**src/rtl/fetch_stage.sv**
```systemverilog
// fetch_stage: instruction fetch with a one-entry skid buffer and redirect handling.
// Optional performance counters are built when FETCH_PERF_CNT_EN is defined.
module fetch_stage #(
    parameter int unsigned     XLEN     = 32,
    parameter logic [XLEN-1:0] RESET_PC = XLEN'(32'h0000_0000)
) (
    input  logic            clk,
    input  logic            rst,
    input  logic            next_pc_sel_taken,
    input  logic [XLEN-1:0] branch_target,
    input  logic            stall,
    output logic            imem_req,
    output logic [XLEN-1:0] imem_addr,
    input  logic            imem_ack,
    input  logic [31:0]     imem_rdata,
    output logic            if_id_valid,
    output logic [XLEN-1:0] if_id_pc,
    output logic [31:0]     if_id_instr
`ifdef FETCH_PERF_CNT_EN
    ,
    output logic [31:0]     fetch_count,
    output logic [31:0]     stall_cycles
`endif
);

    localparam logic [31:0]     NOP     = 32'h0000_0013;
    localparam logic [XLEN-1:0] PC_STEP = XLEN'(4);

    typedef enum logic [1:0] {
        BOOT  = 2'd0,
        FETCH = 2'd1,
        HOLD  = 2'd2,
        DRAIN = 2'd3
    } state_t;

    state_t          state;
    logic [XLEN-1:0] pc;
    logic [XLEN-1:0] drain_target;
    logic [XLEN-1:0] skid_pc;
    logic [31:0]     skid_instr;
    logic [XLEN-1:0] target_aligned;

    // Redirect addresses are always word aligned.
    assign target_aligned = branch_target & ~XLEN'(3);

    // The request address is the PC register itself, so it is stable while waiting.
    assign imem_addr = pc;

    // Fetch FSM with IF/ID register, skid entry and drain target.
    always_ff @(posedge clk or posedge rst) begin
        if (rst) begin
            state        <= BOOT;
            pc           <= RESET_PC;
            drain_target <= RESET_PC;
            imem_req     <= 1'b0;
            if_id_valid  <= 1'b0;
            if_id_pc     <= '0;
            if_id_instr  <= NOP;
            skid_pc      <= '0;
            skid_instr   <= NOP;
        end else begin
            case (state)
                BOOT: begin
                    if (next_pc_sel_taken) begin
                        pc <= target_aligned;
                    end
                    if_id_valid <= 1'b0;
                    imem_req    <= 1'b1;
                    state       <= FETCH;
                end

                FETCH: begin
                    if (next_pc_sel_taken) begin
                        if_id_valid <= 1'b0;
                        if (imem_ack) begin
                            pc <= target_aligned;
                        end else begin
                            drain_target <= target_aligned;
                            imem_req     <= 1'b0;
                            state        <= DRAIN;
                        end
                    end else if (imem_ack) begin
                        pc <= pc + PC_STEP;
                        if (stall) begin
                            skid_pc    <= pc;
                            skid_instr <= imem_rdata;
                            imem_req   <= 1'b0;
                            state      <= HOLD;
                        end else begin
                            if_id_valid <= 1'b1;
                            if_id_pc    <= pc;
                            if_id_instr <= imem_rdata;
                        end
                    end else if (!stall) begin
                        if_id_valid <= 1'b0;
                    end
                end

                HOLD: begin
                    if (next_pc_sel_taken) begin
                        if_id_valid <= 1'b0;
                        pc          <= target_aligned;
                        imem_req    <= 1'b1;
                        state       <= FETCH;
                    end else if (!stall) begin
                        if_id_valid <= 1'b1;
                        if_id_pc    <= skid_pc;
                        if_id_instr <= skid_instr;
                        imem_req    <= 1'b1;
                        state       <= FETCH;
                    end
                end

                DRAIN: begin
                    // The ack retires the abandoned request; its data is dropped.
                    if (imem_ack) begin
                        pc       <= next_pc_sel_taken ? target_aligned : drain_target;
                        imem_req <= 1'b1;
                        state    <= FETCH;
                    end else if (next_pc_sel_taken) begin
                        drain_target <= target_aligned;
                    end
                end

                default: begin
                    imem_req <= 1'b0;
                    state    <= BOOT;
                end
            endcase
        end
    end

`ifdef FETCH_PERF_CNT_EN
    logic if_id_load;

    // An IF/ID load happens on an unstalled ack in FETCH or a skid drain from HOLD.
    assign if_id_load = !next_pc_sel_taken && !stall &&
                        (((state == FETCH) && imem_ack) || (state == HOLD));

    // Free-running, wrapping performance counters.
    always_ff @(posedge clk or posedge rst) begin
        if (rst) begin
            fetch_count  <= '0;
            stall_cycles <= '0;
        end else begin
            if (if_id_load) begin
                fetch_count <= fetch_count + 32'd1;
            end
            if (state == HOLD) begin
                stall_cycles <= stall_cycles + 32'd1;
            end
        end
    end
`endif

endmodule

```
**config.mk**
```make
export PLATFORM = sky130hd
export DESIGN_NAME = fetch_stage
export DESIGN_NICKNAME = d
export VERILOG_FILES = /design/src/rtl/fetch_stage.sv
export SDC_FILE = /design/constraint.sdc
export NUM_CORES = 1
export LEC_CHECK = 0
export ABC_CLOCK_PERIOD_IN_PS = 9800
export BUFFER_PORTS_ARGS = -buffer_cell sky130_fd_sc_hd__buf_2
export CORE_ASPECT_RATIO = 1.2
export CORE_UTILIZATION = 61
export CTS_CLUSTER_SIZE = 40
export DETAILED_ROUTE_END_ITERATION = 16
export PLACE_DENSITY = 0.95
export SLEW_MARGIN = 10
export SYNTH_ARGS = -nofsm -noshare
export SYNTH_HDL_FRONTEND = slang
export SYNTH_SLANG_ARGS = --single-unit
export TNS_END_PERCENT = 100
```
**constraint.sdc**
```tcl
create_clock -name clk -period 9.8 [get_ports clk]
set_input_delay 1.47 -clock clk [delete_from_list [all_inputs] [get_ports clk]]
set_output_delay 1.47 -clock clk [all_outputs]
set_load 0.03 [all_outputs]
```
== Word-level counts from Yosys, hierarchy flattened ==
Index checks and enable logic that the tools add are counted.

* Add/subtract/negate cells: 1
* Equality and inequality tests: 18
* Mux-type cells: 45
* Bitwise gates (word level): 1
* Reduce and logical (&&, ||, !) cells: 11

{| class="wikitable"
|+ Operators with widths
! operator !! count
|-
| two-way mux 32 bit || 19
|-
| case mux 32 bit (2 select lines) || 3
|-
| case mux 32 bit (3 select lines) || 1
|-
| adder 32 x 3 -> 32 bit, second input constant || 1
|-
| != test 2 bit, second input constant || 9
|-
| two-way mux 2 bit || 7
|-
| two-way mux 1 bit || 12
|-
| != test 3 bit, second input constant || 4
|-
| case mux 2 bit (4 select lines) || 1
|-
| AND reduction 4 bit || 2
|-
| AND reduction 6 bit || 1
|-
| AND reduction 5 bit || 1
|-
| == test 2 bit, second input constant || 2
|-
| != test 4 bit, second input constant || 1
|-
| case mux 1 bit (4 select lines) || 1
|-
| nonzero test 2 bit || 2
|-
| case mux 1 bit (3 select lines) || 1
|-
| AND reduction 3 bit || 1
|-
| nonzero test 3 bit || 1
|-
| == test 2 x 1 -> 1 bit, second input constant || 1
|-
| zero test 2 bit || 1
|-
| != test 2 x 1 -> 1 bit, second input constant || 1
|-
| AND reduction 2 bit || 1
|-
| OR reduction 2 bit || 1
|-
| NOT 1 bit || 1
|}

* Flip-flop bits (word level): 196
* Bits of input ports: 69
* Output and inout port bits: 98

== Depth between registers and ports, before layout ==
Gate-level depths: netlist of the first run.

* Depth after elaboration: 4
* Mapped depth: 10
* Mapped depth without buffers: 7

== Least setup slack after synthesis of the first run ==
No wires, ideal clock.

* Path type: input -> register
* Start point: input next_pc_sel_taken
* End point: register drain_target[17]
* Setup time: 0.125 ns
* Data arrival time: 2.760 ns
* Path slack: 6.915 ns
* Stages: 6
* Path buffers: 3
* Cells stage by stage: buf_2 > buf_2 > o21ai_0 > nor2_1 > buf_2 > mux2_2

* Word-level cells in the longest chain between the ends: 3
* Elaborated cells between the ends (all ways): 5

{| class="wikitable"
|+ RTL lines
! element !! RTL line !! text
|-
| from (decl) || 9 || <nowiki>input logic next_pc_sel_taken,</nowiki>
|-
| two-way mux 32 bit (2 in series) || -- ||
|-
| case mux 32 bit (2 select lines) || -- ||
|-
| to (signal assigned) || 78 || <nowiki>drain_target <= target_aligned;</nowiki>
|-
| to (signal assigned) || 121 || <nowiki>drain_target <= target_aligned;</nowiki>
|-
| to (decl) || 38 || <nowiki>logic [XLEN-1:0] drain_target;</nowiki>
|}

Parallel ways exist; a longest one is shown, timed or not. The select of a mux whose other input is x is not followed.
A chain may end at the register's enable or synchronous reset.

== Final worst setup path of the first run ==
* Start point: input next_pc_sel_taken
* End point: register skid_instr[29]

* Word-level cells in the longest chain between the ends: 2

{| class="wikitable"
|+ RTL lines
! element !! RTL line !! text
|-
| NOT 1 bit (no line) || -- ||
|-
| AND reduction 4 bit (no line) || -- ||
|-
| to (signal assigned) || 86 || <nowiki>skid_instr <= imem_rdata;</nowiki>
|-
| to (decl) || 40 || <nowiki>logic [31:0] skid_instr;</nowiki>
|}

Every way passes these cells.

==> qor.txt, run 1 <==
Yosys top cell area share: 0.501
setup TNS: 0 ns
top cells by area, synth: dfrtp_1 50%, mux2i_1 7.4%, o21ai_0 5.8%
Hold Crit Depth: 2
Avg WL per Cell: 18.5 µm
Die H: 139 µm
post-synthesis cell type count: 61
DP HPWL: 14300 µm
outcome: finished, final reports clean
layout cells sized above 1: 0.261
cell area after synthesis: 9490 µm²
via-per-instance ratio: 6.23
Yosys reg bits: 196
crit path max fanout: 81
sequential-to-total area share from yosys stat: 0.518
Peak VDD IR: 259 µV
gpl congestion: 0.887
Pwr Density: 346 nW/µm²
Initial DRC Count: 794
Filler cells: 1052
RR Endpoint: skid_instr[29]
vias in the first global route: 7436
area grow syn2layout: 15.5%
Tot Pwr: 3.79 mW
Core Area: 15100 µm²
n_diodes: 0
slew at the pin with the worst max-slew slack: 1.15 ns
Inserted Clock Buffers: 17
Mapped Cells: 887
hold path endpoint: if_id_instr[25]
Clock Path Buffers: 2
synth cell count leaders: 190 x dfrtp_1, 114 x nand2_1, 110 x o21ai_0
syn_area_per_cell: 10.7 µm²
root buf cell: clkbuf_16
Hold Path Class: reg2reg
setup bufs post-CTS: 0
Fmax: 0.244 GHz
total track usage: 0.293
die width: 116 µm
Clock transition at path regs: 0.07 ns
Mapped Nets: 962
post-CTS sizing: 0
final cell count without fillers: 1222
Reg-to-Reg Start: state[1]
placed insts: 1190
crit path DAT: 4.39 ns
CP Capture Type: flip-flop
Post-synth EDFFs: 0
Finished Core Util: 0.726
initial antenna violation count: 0
Port Buffers: 164
largest net degree at the start of global routing: 132
Reg2Reg Depth: 5
hold-fix buffers at CTS: 0
Final Setup Violations: 0
LEAKAGE: 4.97 nW
Cell Rows: 49
CP startpoint kind: primary input
post-route clock skew: 0.00927 ns
WS Path Type: in2reg
TritonCTS clock tree: yes
Register-to-Register Setup Slack: 6.54 ns
Die ar.: 16100 µm²
Fin. Hold Viols: 0
min-delay src: if_id_instr[25]
crit path time final: 4.09 ns
Critical Path RT: 10.10 ns
via count: 7616
RSZ-0062 raised after global routing: no
initial core utilization: 0.629
Clock Sinks: 196
first-pass GRT wire length: 36800 µm
Remaining DRCs: 0
gr ovfl total: 0
top-level I/O count: 167
Max Slew Vio Count: 0
Slew HR: 0.237
WL final: 22600 µm
Yosys warnings: 0
Final Cycle Share: 0.417
ys async rst share: 1.00
critical path's largest stage delay: 0.90 ns
critical path, cell by cell: buf_2, buf_4, nor2b_1, nand3_4, mux2_1
Design Area, Final: 11000 µm²
Main synth FF type: dfrtp_1
first-pass detailed-route iteration total: 5
MaxCap Viol Count: 0
most common cell in the synthesized netlist: dfrtp_1
Post-DRT Antenna Nets: 0
Crit-path slowest cell: nand3_4
clk_lat worst skew: 0.43 ns
Max H-tree Level: 4
nets: 1080
dominant cell type by area after synthesis: dfrtp_1
cell area after placement: 10400 µm²
==> worst max-delay path by stage <==
stage,cells after the start,start,slack [ns],to
after CTS,5,next_pc_sel_taken,5.79,skid_pc[15]
after floorplan,1,rst,3.00,drain_target[0]
final,5,next_pc_sel_taken,5.71,skid_instr[29]
after detailed placement,5,next_pc_sel_taken,5.38,skid_pc[4]
after global routing,5,next_pc_sel_taken,5.58,skid_instr[21]
after global placement,5,next_pc_sel_taken,5.41,skid_instr[21]
==> where the power goes <==
group	switching [mW]	leakage [nW]	internal, mW	total, mW
clock	0.303	0.293	0.398	0.701
combinational	1.02	2.26	0.577	1.59
sequential	0.305	2.42	1.19	1.49
total	1.63	4.97	2.16	3.79
==> routing by layer <==
metal	share of wire	vias to the layer above	wire (µm)	global-route usage
met5	0	-	0	0
met4	0.038	0	858	0.143
met3	0.067	82	1520	0.0533
met2	0.48	389	10800	0.461
met1	0.41	3704	9350	0.388
li1	-	3441	-	-
==> flip-flops by register name, indices dropped and copies added (netlist names) <==
signal	count
drain_target	32
if_id_pc	32
skid_instr	32
skid_pc	32
state	2
imem_addr	32
if_id_instr	32
if_id_valid	1
imem_req	1
==> cell families after synthesis <==
family / after synthesis / share of synthesized area
AOI/OAI and AO/OA: 232 / 0.152
xor gates and xnor gates: 4 / 0.00369
adders and majority gates: 6 / 0.00791
buffers and inverters: 90 / 0.0401
DFF: 196 / 0.518
muxes: 159 / 0.180
and+or+nand+nor: 200 / 0.0993
==> metrics by stage <==
step	worst slack, ns	hold slack, ns
CTS	5.79	0.479
finish	5.71	0.474
global route	5.58	0.502
detailed placement	5.38	0.465
floorplan	3.00	0.450
global placement	5.41	0.456
==> final cells by class <==
cell class / count / area (µm²) / share of cell area
clock buffer: 21 / 470 / 0.0430
clock inverter: 11 / 126 / 0.0115
inverter: 16 / 67.6 / 0.00617
multi-input combinational: 601 / 4230 / 0.386
sequential: 196 / 4910 / 0.448
tap: 204 / 255 / 0.0233
timing repair buffer: 173 / 888 / 0.0811
==> cells in the final DEF (no fill, tap or decap), types with 8 or more instances in the layout <==
cell type,synthesis,layout
nand3_1,12,11
a311oi_1,9,9
nor2_1,24,23
mux2_2,41,41
and3_1,8,8
a221oi_1,16,16
mux2i_1,70,70
clkbuf_16,0,17
inv_1,16,15
o21ai_0,110,110
buf_4,0,9
dfrtp_1,190,190
nand2_1,114,114
buf_2,34,164
mux2_1,48,48
a22o_1,9,9
a21oi_1,34,34
==> critical path, delay by kind of cell <==
| family | cells | cell delay, ns |
|---|---|---|
| simple gates | 2 | 1.77 |
| mux | 1 | 0.65 |
| buf+inv | 2 | 0.44 |
No activity file was read; power rests on OpenSTA's default activity.
==> inputs of run 2 (changes only) <==
- ABC_AREA: unset -> 1
- ABC_CLOCK_PERIOD_IN_PS: 9800 -> 3700
- CORE_UTILIZATION: 61 -> 51
- PLACE_DENSITY: 0.95 -> 0.88
- clock period: 9.8 -> 3.7 ns (I/O delays scaled with it)
==> run 2 against run 1 <==
Net effect: core utilization down 12 points; sequential power rose to 2.7 times the previous value; die area up 26%; routed wire length up 16%; register-to-register slack worse by 5.5 ns; area after synthesis up 6.1%; count of clock-buffer cells in the layout unchanged; synthesized cell count up 45%; largest cell class unchanged.
==> qor.txt, run 2 <==
outcome: finished, final reports clean
first-pass GRT wire length: 42400 µm (+15%)
Core Area: 19100 µm² (+26%)
initial antenna violation count: 1 (+1)
top-level I/O count: 167 (unchanged)
Mapped Nets: 1359 (+41%)
most frequent cells in the layout: 427 x nand2_1, 190 x dfrtp_1, 164 x buf_2
Port Buffers: 164 (unchanged)
largest net degree at the start of global routing: 129 (-2.3%)
root buf cell: clkbuf_16
Die H: 156 µm (+12%)
setup TNS: 0 ns (unchanged)
Clock transition at path regs: 0.08 ns (about the same)
Post-DRT Antenna Nets: 0 (unchanged)
Sw Ratio: 0.470 (+0.0409)
hold-fix buffers at CTS: 0 (unchanged)
top cells by area, synth: dfrtp_1 47%, nand2_1 16%, a31oi_1 5.2%
post-route clock skew: 0.0126 ns (+0.00330 ns)
Finished Core Util: 0.611 (-0.115)
Yosys reg bits: 196 (unchanged)
via count: 9321 (+22%)
RSZ-0062 raised after global routing: no
Clock Path Buffers: 2 (unchanged)
Post-synth EDFFs: 0 (unchanged)
first-pass detailed-route iteration total: 6 (+1)
Pwr Density: 980 nW/µm² (+180%)
Remaining DRCs: 0 (unchanged)
sequential share of power: 0.355 (-0.039)
Fin. Hold Viols: 0 (unchanged)
CP startpoint kind: flip-flop
Yosys top cell area share: 0.473 (-0.0287)
Slew HR: 0.335 (+0.0980)
clk_lat worst skew: 0.43 ns (about the same)
synth cell count leaders: 428 x nand2_1, 190 x dfrtp_1, 126 x nor2_1
nets: 1479 (+37%)
cell area after synthesis: 10100 µm² (+6.1%)
setup bufs post-CTS: 0 (unchanged)
Max H-tree Level: 4 (unchanged)
DP HPWL: 17400 µm (+22%)
MaxCap Viol Count: 0 (unchanged)
Avg WL per Cell: 15.6 µm (-15%)
RR Endpoint: skid_instr[19]
Comb power frac: 0.471 (+0.050)
Hold Path Class: in2async
WL final: 26100 µm (+16%)
Clock Power Share: 0.174 (-0.011)
CP Capture Type: flip-flop
Reg2Reg Depth: 7 (+2)
Net Switching: 5.36 mW (+230%)
syn_area_per_cell: 7.84 µm² (-27%)
area grow syn2layout: 15.8%
Clock Sinks: 196 (unchanged)
Int Pwr: 6.05 mW (+180%)
commonest non-fill, non-tap cell in the layout: nand2_1
via-per-instance ratio: 5.57 (-11%)
Max Slew Vio Count: 0 (unchanged)
Cell Rows: 55 (+12%)
Final Cycle Share: 0.714
Die ar.: 20300 µm² (+26%)
post-CTS sizing: 0 (unchanged)
Mapped Cells: 1284 (+45%)
Peak VDD IR: 409 µV (+58%)
total track usage: 0.264 (-0.0281)
crit path time final: 2.64 ns
sequential-to-total area share from yosys stat: 0.488 (-0.0296)
slew at the pin with the worst max-slew slack: 0.998 ns (-0.147 ns)
layout cells sized above 1: 0.179 (-0.0820)
TritonCTS clock tree: yes
Reg-to-Reg Start: state[1]
Initial DRC Count: 902 (+14%)
ys async rst share: 1.00 (unchanged)
n_diodes: 0 (unchanged)
gpl congestion: 0.945 (+6.5%)
Main synth FF type: dfrtp_1
Register-to-Register Setup Slack: 1.06 ns (-5.48 ns)
vias in the first global route: 8728 (+17%)
dominant cell type by area after synthesis: dfrtp_1
die width: 130 µm (+12%)
Fmax: 0.378 GHz
most common cell in the synthesized netlist: nand2_1
Final Setup Violations: 0 (unchanged)
Inserted Clock Buffers: 17 (unchanged)
Yosys warnings: 0 (unchanged)
gr ovfl total: 0 (unchanged)
LEAKAGE: 5.54 nW (+12%)
crit path DAT: 2.95 ns (-1.44 ns)
post-synthesis cell type count: 34 (-44%)
crit path max fanout: 92 (+14%)
WS Path Type: reg2reg
Critical Path RT: 4.00 ns (-6.10 ns)
initial core utilization: 0.528 (-0.101)
run 2: changes by cell type after synthesis, moves of 44 or more:
cell and change:
o21ai_0 -44, a21oi_1 +56, nand2_1 +314, mux2i_1 -70, nor2_1 +102, inv_1 +58, a31oi_1 +78
run 2: logic make-up (layout without fill, tap and decap cells):
group / after synthesis / after routing / share of synthesized area
flops: 196 / 196 / 0.488
compound gates: 269 / 269 / 0.149
buf+inv: 154 / 287 / 0.0644
xor+xnor: 4 / 4 / 0.00348
simple gates: 619 / 619 / 0.247
mux: 36 / 36 / 0.0403
fa+ha+maj: 6 / 6 / 0.00746
run 2: power by group through the flow:
stage	Sequential, mW	Combinational (mW)	Clock, mW
after global routing	4.19	5.94	2.10
after CTS	4.04	5.36	2.01
final	4.05	5.38	1.98
after global placement	4.01	5.14	0
after detailed placement	4.07	5.32	0
after floorplan	4.91	2.98	0
run 2: worst max-delay path by stage:
stage,start,to,cells after the start
after floorplan,rst,drain_target[0],1
after global placement,state[1],skid_instr[21],7
after detailed placement,state[1],skid_instr[14],7
after CTS,state[1],skid_instr[19],7
after global routing,state[1],skid_instr[19],7
final,state[1],skid_instr[19],7
run 2: through the flow:
step | cells | setup slack [ns] | total power [mW] | instance area (µm²) | hold slack (ns)
floorplan | 1284 | 0.618 | 7.89 | 10100 | 0.453
CTS | 1673 | 1.07 | 11.4 | 11600 | 0.329
detailed placement | 1641 | 1.08 | 9.39 | 11000 | 0.473
global route | 1673 | 0.874 | 12.2 | 11600 | 0.345
finish | 1673 | 1.06 | 11.4 | 11600 | 0.307
global placement | 1641 | 1.15 | 9.15 | 11000 | 0.465
run 2: cell type report:
class	instances	area (µm²)
clock buffers	21	470
flip-flops and latches	196	4910
clock inverters	11	164
multi-input cells	934	4520
inverters	78	297
fillers	1644	7410
repair buffers	177	968
well taps	256	320
run 2: layer usage:
| metal | track usage | part of all wire | vias up |
|---|---|---|---|
| li1 | - | - | 4456 |
| met1 | 0.339 | 0.41 | 4389 |
| met2 | 0.430 | 0.49 | 418 |
| met3 | 0.0549 | 0.076 | 56 |
| met4 | 0.115 | 0.030 | 2 |
| met5 | 0 | 0.00031 | - |
run 2: worst max-delay path: stages, from the launching register on:
cell	delay, ns
dfrtp_1	0.44
inv_1	0.11
ha_1	0.19
buf_4	0.41
nand2_1	0.13
inv_1	0.13
nand2_4	0.52
mux2_1	0.55
==> inputs of run 3 (changes only) <==
- ABC_CLOCK_PERIOD_IN_PS: 3700 -> 2300
- clock period: 3.7 -> 2.3 ns (I/O delays scaled with it)
==> run 3 against run 2 <==
Net effect: clock skew decreased by 0.00081 ns; fmax is 36% higher; cell count grew 1.0%; worst hold slack worse by 0.27 ns; clock power rose by 56%.
==> qor.txt, run 3 (synthesis results as in run 2) <==
Initial DRC Count: 676 (-25%)
slew at the pin with the worst max-slew slack: 0.615 ns (-0.384 ns)
Clock transition at path regs: 0.07 ns (about the same)
total track usage: 0.262 (-0.00211)
nets: 1497 (+1.2%)
crit path DAT: 2.27 ns (-0.68 ns)
Max H-tree Level: 4 (unchanged)
Post-DRT Antenna Nets: 0 (unchanged)
Max Slew Vio Count: 0 (unchanged)
RR Endpoint: imem_addr[17]
Peak VDD IR: 668 µV (+63%)
TritonCTS clock tree: yes
Reg-to-Reg Start: state[0]
Fmax: 0.514 GHz (+36%)
WS Path Type: reg2reg
Final Cycle Share: 0.846 (+0.132)
DP HPWL: 18200 µm (+4.6%)
layout cells sized above 1: 0.189 (+0.00973)
Net Switching: 8.60 mW (+60%)
largest net degree at the start of global routing: 102 (-21%)
Port Buffers: 164 (unchanged)
gpl congestion: 0.915 (-3.2%)
hold-fix buffers at CTS: 0 (unchanged)
Register-to-Register Setup Slack: 0.35 ns (-0.70 ns)
setup bufs post-CTS: 0 (unchanged)
Remaining DRCs: 0 (unchanged)
Core Area: 19100 µm² (unchanged)
LEAKAGE: 5.63 nW (+1.7%)
final cell count without fillers: 1690 (+1.0%)
n_diodes: 0 (unchanged)
post-route clock skew: 0.0118 ns (-0.000814 ns)
CP Capture Type: flip-flop
outcome: finished, final reports clean
initial antenna violation count: 0 (-1)
Avg WL per Cell: 15.2 µm (-2.7%)
Fin. Hold Viols: 0 (unchanged)
Sw Ratio: 0.467 (-0.00301)
Hold Path Class: in2async
final setup margin: 0.354 ns (-0.703 ns)
first-pass detailed-route iteration total: 5 (-1)
Crit-path slowest cell: dfrtp_1
post-CTS sizing: 0 (unchanged)
Cell Rows: 55 (unchanged)
Placement Setup Slack: 0.381 ns (-0.696 ns)
Comb power frac: 0.481 (+0.010)
die width: 130 µm (unchanged)
root buf cell: clkbuf_16
placed insts: 1659 (+1.1%)
first-pass GRT wire length: 41900 µm (-1.1%)
Clock Sinks: 196 (unchanged)
area grow syn2layout: 17.4%
Die H: 156 µm (unchanged)
Clock Power Share: 0.167 (-0.007)
crit path time final: 1.95 ns (-0.697 ns)
top-level I/O count: 167 (unchanged)
CP startpoint kind: flip-flop
critical path's largest stage delay: 0.42 ns (-0.13 ns)
Inserted Clock Buffers: 17 (unchanged)
Int Pwr: 9.81 mW (+62%)
sequential share of power: 0.352 (-0.003)
Reg2Reg Depth: 8 (+1)
Filler cells: 1596 (-2.9%)
Die ar.: 20300 µm² (unchanged)
Finished Core Util: 0.620 (+0.00860)
crit path max fanout: 28 (-70%)
commonest non-fill, non-tap cell in the layout: nand2_1
Critical Path RT: 2.62 ns (-1.38 ns)
clk_lat worst skew: 0.43 ns (about the same)
RSZ-0062 raised after global routing: no
via count: 9248 (-0.78%)
Slew HR: 0.590 (+0.256)
most frequent cells in the layout: 427 x nand2_1, 190 x dfrtp_1, 164 x buf_2
Clock Path Buffers: 2 (unchanged)
Final Setup Violations: 0 (unchanged)
Pwr Density: 1560 nW/µm² (+59%)
vias in the first global route: 8644 (-0.96%)
gr ovfl total: 0 (unchanged)
critical path, cell by cell: inv_1, ha_2, nor2_1, inv_2, a21oi_1, a21oi_1, nand2_1, nand2_1
WL final: 25700 µm (-1.8%)
initial core utilization: 0.528 (unchanged)
MaxCap Viol Count: 0 (unchanged)
via-per-instance ratio: 5.47 (-1.8%)
-- run 3: cell types whose count changed in the layout (fill, tap and decap cells not counted) --
| cell | change |
|---|---|
| buf_4 | +13 |
| inv_6 | +1 |
| clkbuf_8 | -3 |
| clkinv_2 | +2 |
| buf_12 | +5 |
| inv_8 | -1 |
-- run 3: power groups by stage --
stage	Sequential, mW	Clock, mW	Combinational [mW]
after floorplan	7.89	0	4.80
after global placement	6.41	0	8.55
after detailed placement	6.51	0	8.80
after CTS	6.45	3.12	8.85
after global routing	6.70	3.26	9.82
final	6.48	3.08	8.85
-- run 3: routing by layer --
metal  share of wire  up-vias  track usage
li1                -     4490            -
met1            0.42     4353        0.328
met2            0.49      364        0.448
met3           0.070       41       0.0576
met4           0.022        0       0.0836
met5               0        -            0
-- run 3: worst max-delay path, delay by kind of cell, from the launching register on --
family	cells	cell delay [ns]
AND/OR/NAND/NOR	3	0.41
buffers and inverters	2	0.39
adder cells (fa/ha/maj)	1	0.20
AO/OA/AOI/OAI	2	0.39
flip-flops	1	0.42
-- run 3: area by class of cell --
class / count / area, µm² / area share
clock inverter: 13 / 171 / 0.0145
inverter: 78 / 297 / 0.0251
clock buffer: 18 / 429 / 0.0363
sequential: 196 / 4910 / 0.416
tap: 256 / 320 / 0.0271
multi-input combinational: 934 / 4520 / 0.382
timing repair buffer: 195 / 1170 / 0.0987
-- run 3: how the worst max path moves through the flow --
stage / start / end / depth (start not counted)
final: state[0] / imem_addr[17] / 8
after detailed placement: state[1] / if_id_instr[1] / 9
after global routing: state[0] / imem_addr[12] / 8
after global placement: state[0] / state[1] / 9
after CTS: state[1] / if_id_instr[1] / 9
after floorplan: rst / drain_target[0] / 1
-- run 3: stage by stage --
stage | hold slack (ns) | instance area [µm²] | power, mW | TNS (ns)
detailed placement | 0.472 | 11200 | 15.3 | 0
global placement | 0.463 | 11200 | 15.0 | 0
finish | 0.0398 | 11800 | 18.4 | 0
floorplan | 0.453 | 10100 | 12.7 | -108.77
global route | 0.0638 | 11800 | 19.8 | 0
CTS | 0.0463 | 11800 | 18.4 | 0
